==> src/rtl/serial_add_ctrl_pkg.sv <==
`default_nettype none
// ============================================================================
// Module      : serial_add_pkg
// Description : Shared types and constants for the bit-serial add/sub
//               sequencer.
// Revision    : 1.0 - initial release
// ============================================================================
package serial_add_pkg;

    // Sequencer states; the encoding is fixed so debug tooling can decode it.
    typedef enum logic [1:0] {
        IDLE = 2'd0,
        RUN  = 2'd1,
        DONE = 2'd2
    } state_t;

    // Carry-in used for subtraction (two's complement: a + ~b + 1).
    localparam logic SUB_CIN = 1'b1;

endpackage
`default_nettype wire

==> src/rtl/serial_add_ctrl_if.sv <==
`default_nettype none
// ============================================================================
// Module      : serial_add_ctrl_if
// Description : Command/result bundle between a command source (master) and
//               the bit-serial add/sub sequencer (slave).
// Revision    : 1.0 - initial release
// ============================================================================
interface serial_add_ctrl_if #(
    parameter int WIDTH = 8
) ();
    logic             start;
    logic             sub;
    logic             cin_init;
    logic [WIDTH-1:0] op_a;
    logic [WIDTH-1:0] op_b;
    logic             busy;
    logic             done;
    logic [WIDTH-1:0] result;
    logic             carry_out;
    logic             overflow;

    modport master (
        output start, sub, cin_init, op_a, op_b,
        input  busy, done, result, carry_out, overflow
    );

    modport slave (
        input  start, sub, cin_init, op_a, op_b,
        output busy, done, result, carry_out, overflow
    );
endinterface
`default_nettype wire

==> src/rtl/serial_add_ctrl_full_adder.sv <==
`default_nettype none
// ============================================================================
// Module      : full_adder
// Description : Single-bit full adder cell. Purely combinational; the clock
//               pin exists for pin compatibility with the library cell and is
//               not used inside.
// Revision    : 1.0 - initial release
// ============================================================================
module full_adder (
    input  wire logic clock,
    input  wire logic a,
    input  wire logic b,
    input  wire logic cin,
    output logic      sum,
    output logic      cout
);
    logic w_unused_clock;

    assign w_unused_clock = clock;
    assign sum            = a ^ b ^ cin;
    assign cout           = (a & b) | (a & cin) | (b & cin);
endmodule
`default_nettype wire

==> src/rtl/serial_add_ctrl.sv <==
`default_nettype none
// ============================================================================
// Module      : serial_add_ctrl
// Description : Time-shares one full_adder cell to add or subtract two
//               WIDTH-bit operands bit-serially, LSB first, one bit per clock.
//               Reports the result with carry-out and signed overflow.
// Revision    : 1.0 - initial release
// ============================================================================
module serial_add_ctrl
    import serial_add_pkg::*;
#(
    parameter int WIDTH = 8
) (
    input  wire logic        clock,
    input  wire logic        reset,
    serial_add_ctrl_if.slave bus
);
    localparam int CNT_W = $clog2(WIDTH + 1);

    state_t           r_state;
    logic [WIDTH-1:0] r_sh_a;
    logic [WIDTH-1:0] r_sh_b;
    logic [WIDTH-1:0] r_result;
    logic             r_carry;
    logic [CNT_W-1:0] r_cnt;
    logic             r_busy;
    logic             r_done;
    logic             r_carry_out;
    logic             r_overflow;

    logic             w_run;
    logic             w_fa_a;
    logic             w_fa_b;
    logic             w_fa_cin;
    logic             w_fa_sum;
    logic             w_fa_cout;
    logic             w_last;
    logic [WIDTH-1:0] w_sum_msb;

    // Adder inputs come straight from registers, so they only move on edges;
    // outside RUN they are parked at zero.
    assign w_run    = (r_state == RUN);
    assign w_fa_a   = w_run & r_sh_a[0];
    assign w_fa_b   = w_run & r_sh_b[0];
    assign w_fa_cin = w_run & r_carry;
    assign w_last   = (r_cnt == CNT_W'(WIDTH - 1));

    full_adder U_full_adder (
        .clock (clock),
        .a     (w_fa_a),
        .b     (w_fa_b),
        .cin   (w_fa_cin),
        .sum   (w_fa_sum),
        .cout  (w_fa_cout)
    );

    // Current sum bit positioned at the MSB, ready to be ORed into the shifted result.
    always_comb begin
        w_sum_msb            = '0;
        w_sum_msb[WIDTH-1]   = w_fa_sum;
    end

    // Sequencer: load operands on start, shift one bit per cycle, report in DONE.
    always_ff @(posedge clock or posedge reset) begin
        if (reset) begin
            r_state     <= IDLE;
            r_sh_a      <= '0;
            r_sh_b      <= '0;
            r_result    <= '0;
            r_carry     <= 1'b0;
            r_cnt       <= '0;
            r_busy      <= 1'b0;
            r_done      <= 1'b0;
            r_carry_out <= 1'b0;
            r_overflow  <= 1'b0;
        end else begin
            r_done <= 1'b0;
            case (r_state)
                IDLE, DONE: begin
                    if (bus.start) begin
                        r_sh_a  <= bus.op_a;
                        r_sh_b  <= bus.sub ? ~bus.op_b : bus.op_b;
                        r_carry <= bus.sub ? SUB_CIN : bus.cin_init;
                        r_cnt   <= '0;
                        r_busy  <= 1'b1;
                        r_state <= RUN;
                    end else begin
                        r_state <= IDLE;
                    end
                end
                RUN: begin
                    r_result <= (r_result >> 1) | w_sum_msb;
                    r_sh_a   <= r_sh_a >> 1;
                    r_sh_b   <= r_sh_b >> 1;
                    r_carry  <= w_fa_cout;
                    r_cnt    <= r_cnt + CNT_W'(1);
                    if (w_last) begin
                        // Carry into the MSB is the stored carry; carry out is the cell's cout.
                        r_overflow  <= r_carry ^ w_fa_cout;
                        r_carry_out <= w_fa_cout;
                        r_busy      <= 1'b0;
                        r_done      <= 1'b1;
                        r_state     <= DONE;
                    end
                end
                default: begin
                    r_state <= IDLE;
                    r_busy  <= 1'b0;
                end
            endcase
        end
    end

    assign bus.busy      = r_busy;
    assign bus.done      = r_done;
    assign bus.result    = r_result;
    assign bus.carry_out = r_carry_out;
    assign bus.overflow  = r_overflow;

endmodule
`default_nettype wire

==> src/flat_wrapper.sv <==
// flat-port wrapper written by rule: the top's interface ports become plain ports
module serial_add_ctrl_flat import serial_add_pkg::*;
#(
    parameter int WIDTH = 8
)
  (clock, reset, bus_start, bus_sub, bus_cin_init, bus_op_a, bus_op_b, bus_busy, bus_done, bus_result, bus_carry_out, bus_overflow);
  serial_add_ctrl_if #(.WIDTH(WIDTH)) bus_i ();
  input  wire logic clock;
  input  wire logic reset;
  input wire logic [$bits(bus_i.start)-1:0] bus_start;
  input wire logic [$bits(bus_i.sub)-1:0] bus_sub;
  input wire logic [$bits(bus_i.cin_init)-1:0] bus_cin_init;
  input wire logic [$bits(bus_i.op_a)-1:0] bus_op_a;
  input wire logic [$bits(bus_i.op_b)-1:0] bus_op_b;
  output wire logic [$bits(bus_i.busy)-1:0] bus_busy;
  output wire logic [$bits(bus_i.done)-1:0] bus_done;
  output wire logic [$bits(bus_i.result)-1:0] bus_result;
  output wire logic [$bits(bus_i.carry_out)-1:0] bus_carry_out;
  output wire logic [$bits(bus_i.overflow)-1:0] bus_overflow;
  assign bus_i.start = bus_start;
  assign bus_i.sub = bus_sub;
  assign bus_i.cin_init = bus_cin_init;
  assign bus_i.op_a = bus_op_a;
  assign bus_i.op_b = bus_op_b;
  assign bus_busy = bus_i.busy;
  assign bus_done = bus_i.done;
  assign bus_result = bus_i.result;
  assign bus_carry_out = bus_i.carry_out;
  assign bus_overflow = bus_i.overflow;
  serial_add_ctrl #(.WIDTH(WIDTH)) u_core (.clock(clock), .reset(reset), .bus(bus_i));
endmodule
==> config.mk <==
export PLATFORM = sky130hd
export DESIGN_NAME = serial_add_ctrl_flat
export DESIGN_NICKNAME = d
export VERILOG_FILES = /design/src/rtl/serial_add_ctrl_pkg.sv /design/src/rtl/serial_add_ctrl_if.sv /design/src/rtl/serial_add_ctrl_full_adder.sv /design/src/rtl/serial_add_ctrl.sv /design/src/flat_wrapper.sv
export SDC_FILE = /design/constraint.sdc
export NUM_CORES = 1
export LEC_CHECK = 0
export CORE_MARGIN = 10
export CORE_UTILIZATION = 25
export CTS_BUF_LIST = sky130_fd_sc_hd__clkbuf_16
export DETAILED_ROUTE_END_ITERATION = 10
export PLACE_DENSITY = 0.44
export SETUP_SLACK_MARGIN = 0.3
export SYNTH_ARGS = -nofsm -noshare
export SYNTH_HDL_FRONTEND = slang
export SYNTH_SLANG_ARGS = --single-unit
export TNS_END_PERCENT = 5
==> constraint.sdc <==
create_clock -name clock -period 2 [get_ports clock]
set_clock_uncertainty 0.2 [all_clocks]
set_input_delay 0.3 -clock clock [delete_from_list [all_inputs] [get_ports clock]]
set_output_delay 0.3 -clock clock [all_outputs]
set_load 0.005 [all_outputs]
==> out/qor.yml, run 1 <==
clk_latency_ps: 270
via_per_inst: 4.60
hold_class: "in2async"
drive_gt1_share_pct: 10.9
hold_slack_ps: 247
layout_common_cells: "dfrtp_1 (35), nand2_1 (32), clkdlybuf4s50_1 (32)"
criticalPathCategory: "reg2reg"
layout_commonest_cell: "dfrtp_1"
nNetsFinal: 207
p_comb_share_pct: 39.4
cts_sinks: 35
firstDrtPassIters: 4
internal_power_mw: 2.12
status: "finished, final reports clean"
start_kind: "flop"
clk_pin_slew_ps: 50
required_ps: 1950
rsz0062_at_grt: "true"
cts_tree: "done"
tightest_slew_ps: 464
final.fill_count: 634
hold_viol_final: 0
wl_microns: 3610
power.switching_mw: 1.04
cap_violations: 0
crit_arrival_ps: 1680
p_leak_nw: 0.972
seq_area_frac_synth_pct: 55.6
ys_warn_count: 0
power_density_nw_per_um2: 1480
num_rows: 28
fmax_mhz: 581
pwr-share-seq_pct: 38.2
cts_root_buf: "clkbuf_16"
ant_nets: 0
swShare_pct: 32.8
die_width_microns: 99.4
wl_per_cell_microns: 13.9
initial_core_util_pct: 26.1
syn_inst: 148
drc: 0
numPortBuffers: 32
die_h_microns: 99.4
place_area_sq_um: 1970
vias: 1191
hold_buffers: 0
grt_pass1_vias: 1260
syn_avg_cell_area_sq_um: 10.6
antenna_found_initial: 0
critPathMaxFanout: 6
grt-ovfl-total: 0
irDropWorstVdd_uv: 753
period_needed_ps: 1720
pwr-share-clk_pct: 22.4
coreArea_sq_um: 6030
setup_viol: 0
place.gp.congestion: 0.713
cts-buffers-inserted: 5
grt_pass1_wl_microns: 6130
grt_max_degree: 36
ys_ff_latch: 35
slew_headroom_pct: 69.0
die_area_sq_um: 9880
finalCritPeriodShare_pct: 86.1
r2r_cells: 4
place_hpwl_microns: 2560
n_antenna_cell: 0
slew_viol_final: 0
drt_iter0_drc: 75
grt_usage_pct: 7.54
cts_buffer_depth: 2
cp-end-kind: "flop"
htreeDepth: 2
syn-num-nets: 171
tns_ps: 0
final_util_pct: 35.4
synth_area_sq_um: 1580
ys_types: 27
syn_to_final_growth_pct: 35.3
pin_count: 33
stdcell_area_sq_um: 2130
## final cells by class
class | count | area [sq um] | area share [%]
clock buffer | 5 | 125 | 5.87
clock inverter | 2 | 8.76 | 0.411
inverter | 1 | 3.75 | 0.176
multi-input combinational | 101 | 644 | 30.2
sequential | 35 | 876 | 41.1
tap | 75 | 93.8 | 4.40
timing repair buffer | 40 | 380 | 17.8
## kinds of logic (layout without fill, tap and decap cells)
kind of cell	Yosys count	after routing	synth area share, %
and+or+nand+nor	62	62	18.1
DFF	35	35	55.6
AOI/OAI and AO/OA	25	25	12.7
buffers and inverters	12	48	4.53
xor gates and xnor gates	9	9	5.00
muxes	3	3	1.99
adders and majority gates	2	2	2.07
## sequential cells by signal, indices dropped and copies added (netlist names)
| signal | count |
|---|---|
| u_core.bus.overflow | 1 |
| u_core.r_state | 2 |
| u_core.r_sh_a | 8 |
| u_core.bus.busy | 1 |
| u_core.bus.done | 1 |
| u_core.r_cnt | 4 |
| u_core.bus.result | 8 |
| u_core.r_sh_b | 8 |
| u_core.r_carry | 1 |
| u_core.bus.carry_out | 1 |
## critical path, stage by stage, from the launching register on
cell and delay [ps]:
dfrtp_1 380, nor2b_4 150, and2_4 160, fa_2 400, a221o_1 310
## synth_stat cells, drive strengths merged
library cell  count  area, sq um
a21oi             2         10.0
a221o             8         80.1
a22o              4         35.0
a22oi             7         52.6
and2              5         31.3
and3b             1         8.76
buf              11         67.6
dfrtp            35          876
fa                1         20.0
ha                1         12.5
inv               1         3.75
mux2              1         11.3
mux2i             2         20.0
nand2            32          120
nand2b            2         12.5
nand3             8         40.0
nand4             1         6.26
nor2             10         40.0
nor2b             3         26.3
o21a              1         7.51
o21ai             3         15.0
xnor2             8         70.1
xor2              1         8.76
## metrics by stage
step           setup WS [ps]  total power [mW]  std cells
4_1_cts                  268              3.19        259
6_report                 277              3.15        259
3_3_place_gp             146              2.38        249
3_5_place_dp             103              2.42        249
2_1_floorplan           70.4              2.04        148
5_1_grt                  227              3.41        259
## final timing paths
check / start / slack [ps] / endpoint
min in group clock: u_core.bus.result[0] / 280 / u_core.bus.result[0]
setup / recovery: u_core.r_state[0] / 280 / u_core.r_carry
hold / removal: reset / 250 / u_core.bus.result[0]
max in group asynchronous: reset / 1030 / u_core.r_carry
setup reg to reg: u_core.r_state[0] / 280 / u_core.r_carry
hold reg to reg: u_core.bus.result[0] / 280 / u_core.bus.result[0]
## layer usage
layer / part of all wire [%] / wire (microns) / global-route usage, %
met5: 0 / 0 / 0
met4: 1.2 / 44 / 2.32
met3: 8.0 / 290 / 4.01
met1: 46 / 1670 / 9.02
met2: 45 / 1610 / 11.4
## power groups by stage
stage	logic [mW]	clock network, mW	registers [mW]
2_1_floorplan	0.857	0	1.18
3_3_place_gp	1.17	0	1.21
3_5_place_dp	1.20	0	1.22
4_1_cts	1.25	0.732	1.21
5_1_grt	1.40	0.759	1.25
6_report	1.24	0.707	1.20
## timing repair
action                     CTS  global route
setup endpoints to repair   15            14
setup buffers                3             0
pin swaps                    0             1
gates resized for setup      0             2
Note: power is estimated with default switching activity, not from simulation.
==> run 2: changes to the inputs <==
--- a/config.mk
+++ b/config.mk
@@ -9,7 +9,7 @@
 export CORE_UTILIZATION = 25
 export CTS_BUF_LIST = sky130_fd_sc_hd__clkbuf_16
 export DETAILED_ROUTE_END_ITERATION = 10
-export PLACE_DENSITY = 0.44
+export PLACE_DENSITY = 0.42
 export SETUP_SLACK_MARGIN = 0.3
 export SYNTH_ARGS = -nofsm -noshare
 export SYNTH_HDL_FRONTEND = slang
==> constraint.sdc (replaced) <==
create_clock -name clock -period 2.05 [get_ports clock]
set_clock_uncertainty 0.2 [all_clocks]
set_input_delay 0.3075 -clock clock [delete_from_list [all_inputs] [get_ports clock]]
set_output_delay 0.3075 -clock clock [all_outputs]
set_load 0.005 [all_outputs]
==> run 2 against run 1 <==
Worst hold slack about the same. Sequential share of layout area down 0.33 points. Setup slack better by 31 ps. Count of clock-buffer cells in the layout unchanged. Clock power down 1%. Die area unchanged. Sequential power about the same. Via count down 0.76%. Non-clock buffer count up 3. Largest power group unchanged.
==> out/qor.yml, run 2 (same netlist as run 1, synthesis figures left out) <==
n_antenna_cell: 0  # unchanged
internal_power_mw: 2.09  # -1.3%
r2r_cells: 4  # unchanged
drc: 0  # unchanged
slew_viol_final: 0  # unchanged
start_kind: "flop"
htreeDepth: 2  # unchanged
finalCritPeriodShare_pct: 85.0  # -1.1 points
clk_latency_ps: 270  # about the same
cp-end-kind: "flop"
hold_viol_final: 0  # unchanged
fmax_mhz: 574  # -1.1%
p_total_mw: 3.10  # -1.5%
via_per_inst: 4.49  # -2.3%
grt_usage_pct: 7.61  # +0.075 points
grt_pass1_wl_microns: 6090  # -0.80%
nNetsFinal: 210  # +1.4%
status: "finished, final reports clean"
p_comb_share_pct: 39.7  # +0.3 points
crit_family: "adder cells"
cts_sinks: 35  # unchanged
final.fill_count: 617  # -2.7%
grt_max_degree: 36  # unchanged
firstDrtPassIters: 4  # unchanged
rsz0062_at_grt: "true"
die_area_sq_um: 9880  # unchanged
wl_microns: 3550  # -1.6%
crit_cells: 4  # unchanged
grt_pass1_vias: 1278  # +1.4%
ant_nets: 0  # unchanged
die_width_microns: 99.4  # unchanged
post-place-cells: 251  # +0.80%
tns_ps: 0  # unchanged
crit_buf_inv: 0  # unchanged
period_needed_ps: 1740  # +19.5 ps
r2r_slack_ps: 310  # +30 ps
slew_headroom_pct: 69.6  # +0.53 points
setup_viol: 0  # unchanged
cts_root_buf: "clkbuf_16"
pwr-share-seq_pct: 37.8  # -0.4 points
criticalPathCategory: "reg2reg"
critPathMaxStageDelay_ps: 410  # about the same
cts_buffer_depth: 2  # unchanged
num_rows: 28  # unchanged
power_density_nw_per_um2: 1440  # -2.3%
p_leak_nw: 0.994  # +2.3%
drt_iter0_drc: 46  # -39%
pwr-share-clk_pct: 22.5  # about the same
postCtsResizedCells: 0  # unchanged
layout_commonest_cell: "dfrtp_1"
crit_arrival_ps: 1700  # +20 ps
cts_tree: "done"
syn_to_final_growth_pct: 36.5
hold_class: "in2async"
place.gp.congestion: 0.690  # -3.2%
pin_count: 33  # unchanged
numPortBuffers: 32  # unchanged
regArea_sq_um: 876  # unchanged
grt-ovfl-total: 0  # unchanged
layout_common_cells: "dfrtp_1 (35), nand2_1 (32), clkdlybuf4s50_1 (32)"
slowest_stage: "fa_2"
place_hpwl_microns: 2580  # +0.67%
critPathMaxFanout: 7  # +1
swShare_pct: 32.7  # -0.18 points
crit_chain: "nor2b_4 -> and2_4 -> fa_2 -> a221o_1"
drive_gt1_share_pct: 11.7  # +0.83 points
die_h_microns: 99.4  # unchanged
clk_pin_slew_ps: 50  # about the same
initial_core_util_pct: 26.1  # unchanged
antenna_found_initial: 0  # unchanged
cts-buffers-inserted: 5  # unchanged
wl_per_cell_microns: 13.5  # -3.1%
tightest_slew_ps: 456  # -8.47 ps
coreArea_sq_um: 6030  # unchanged
vias: 1182  # -0.76%
power.switching_mw: 1.01  # -2.1%
finalNonFillerCells: 263  # +1.5%
cap_violations: 0  # unchanged
hold_buffers: 0  # unchanged
required_ps: 2010  # +60 ps
multi_input_area_sq_um: 636  # -1.4%
irDropWorstVdd_uv: 467  # -38%
[run 2: changes by cell type in the layout (fill, tap and decap cells not counted), sizes merged]
cell / before / now
buf: 8 / 11
clkinv: 2 / 1
inv: 1 / 3
[run 2: repair_timing]
item                       4_1_cts  5_1_grt
cloned                           0        0
setup endpoints to repair        4       10
setup buffers                    1        3
pin swaps                        0        3
[run 2: power groups by stage]
stage	combinational, mW	clock [mW]	sequential (mW)
final	1.23	0.699	1.17
after CTS	1.21	0.725	1.18
after global placement	1.17	0	1.18
after detailed placement	1.20	0	1.19
after floorplan	0.836	0	1.15
after global routing	1.39	0.753	1.21
[run 2: area by class of cell]
class	instances	share of cell area, %
Sequential cell	35	40.7
Multi-Input combinational cell	101	29.6
Timing Repair Buffer	43	18.7
Clock buffer	5	5.82
Tap cell	75	4.37
Clock inverter	3	0.582
Inverter	1	0.175
[run 2: worst paths after layout]
kind                                 startpoint                    to
setup / recovery              u_core.r_state[0]        u_core.r_carry
hold / removal                            reset  u_core.bus.result[2]
setup reg to reg              u_core.r_state[0]        u_core.r_carry
hold reg to reg            u_core.bus.result[0]  u_core.bus.result[0]
max in group asynchronous                 reset     u_core.r_state[1]
min in group clock         u_core.bus.result[0]  u_core.bus.result[0]
[run 2: worst reg2reg max path: stages, from the launching register on]
cell and delay, ps:
dfrtp_1 370, nor2b_4 150, and2_4 140, fa_2 410
a221o_1 360
[run 2: metrics by stage]
stage                     hold WS [ps]  util (%)  worst slack, ps  area, sq um
after detailed placement           271      32.9              143         1980
after global placement             261      32.9              144         1980
after global routing               303      35.7              249         2150
after floorplan                    236         -              120         1590
final                              247      35.7              308         2150
after CTS                          267      35.3              302         2130
[run 2: per-layer routing]
metal	wire [microns]	vias up	track usage (%)
met2	1580	31	11.4
li1	-	588	-
met3	333	5	4.50
met1	1580	558	8.58
met5	0	-	0
met4	59	0	3.31
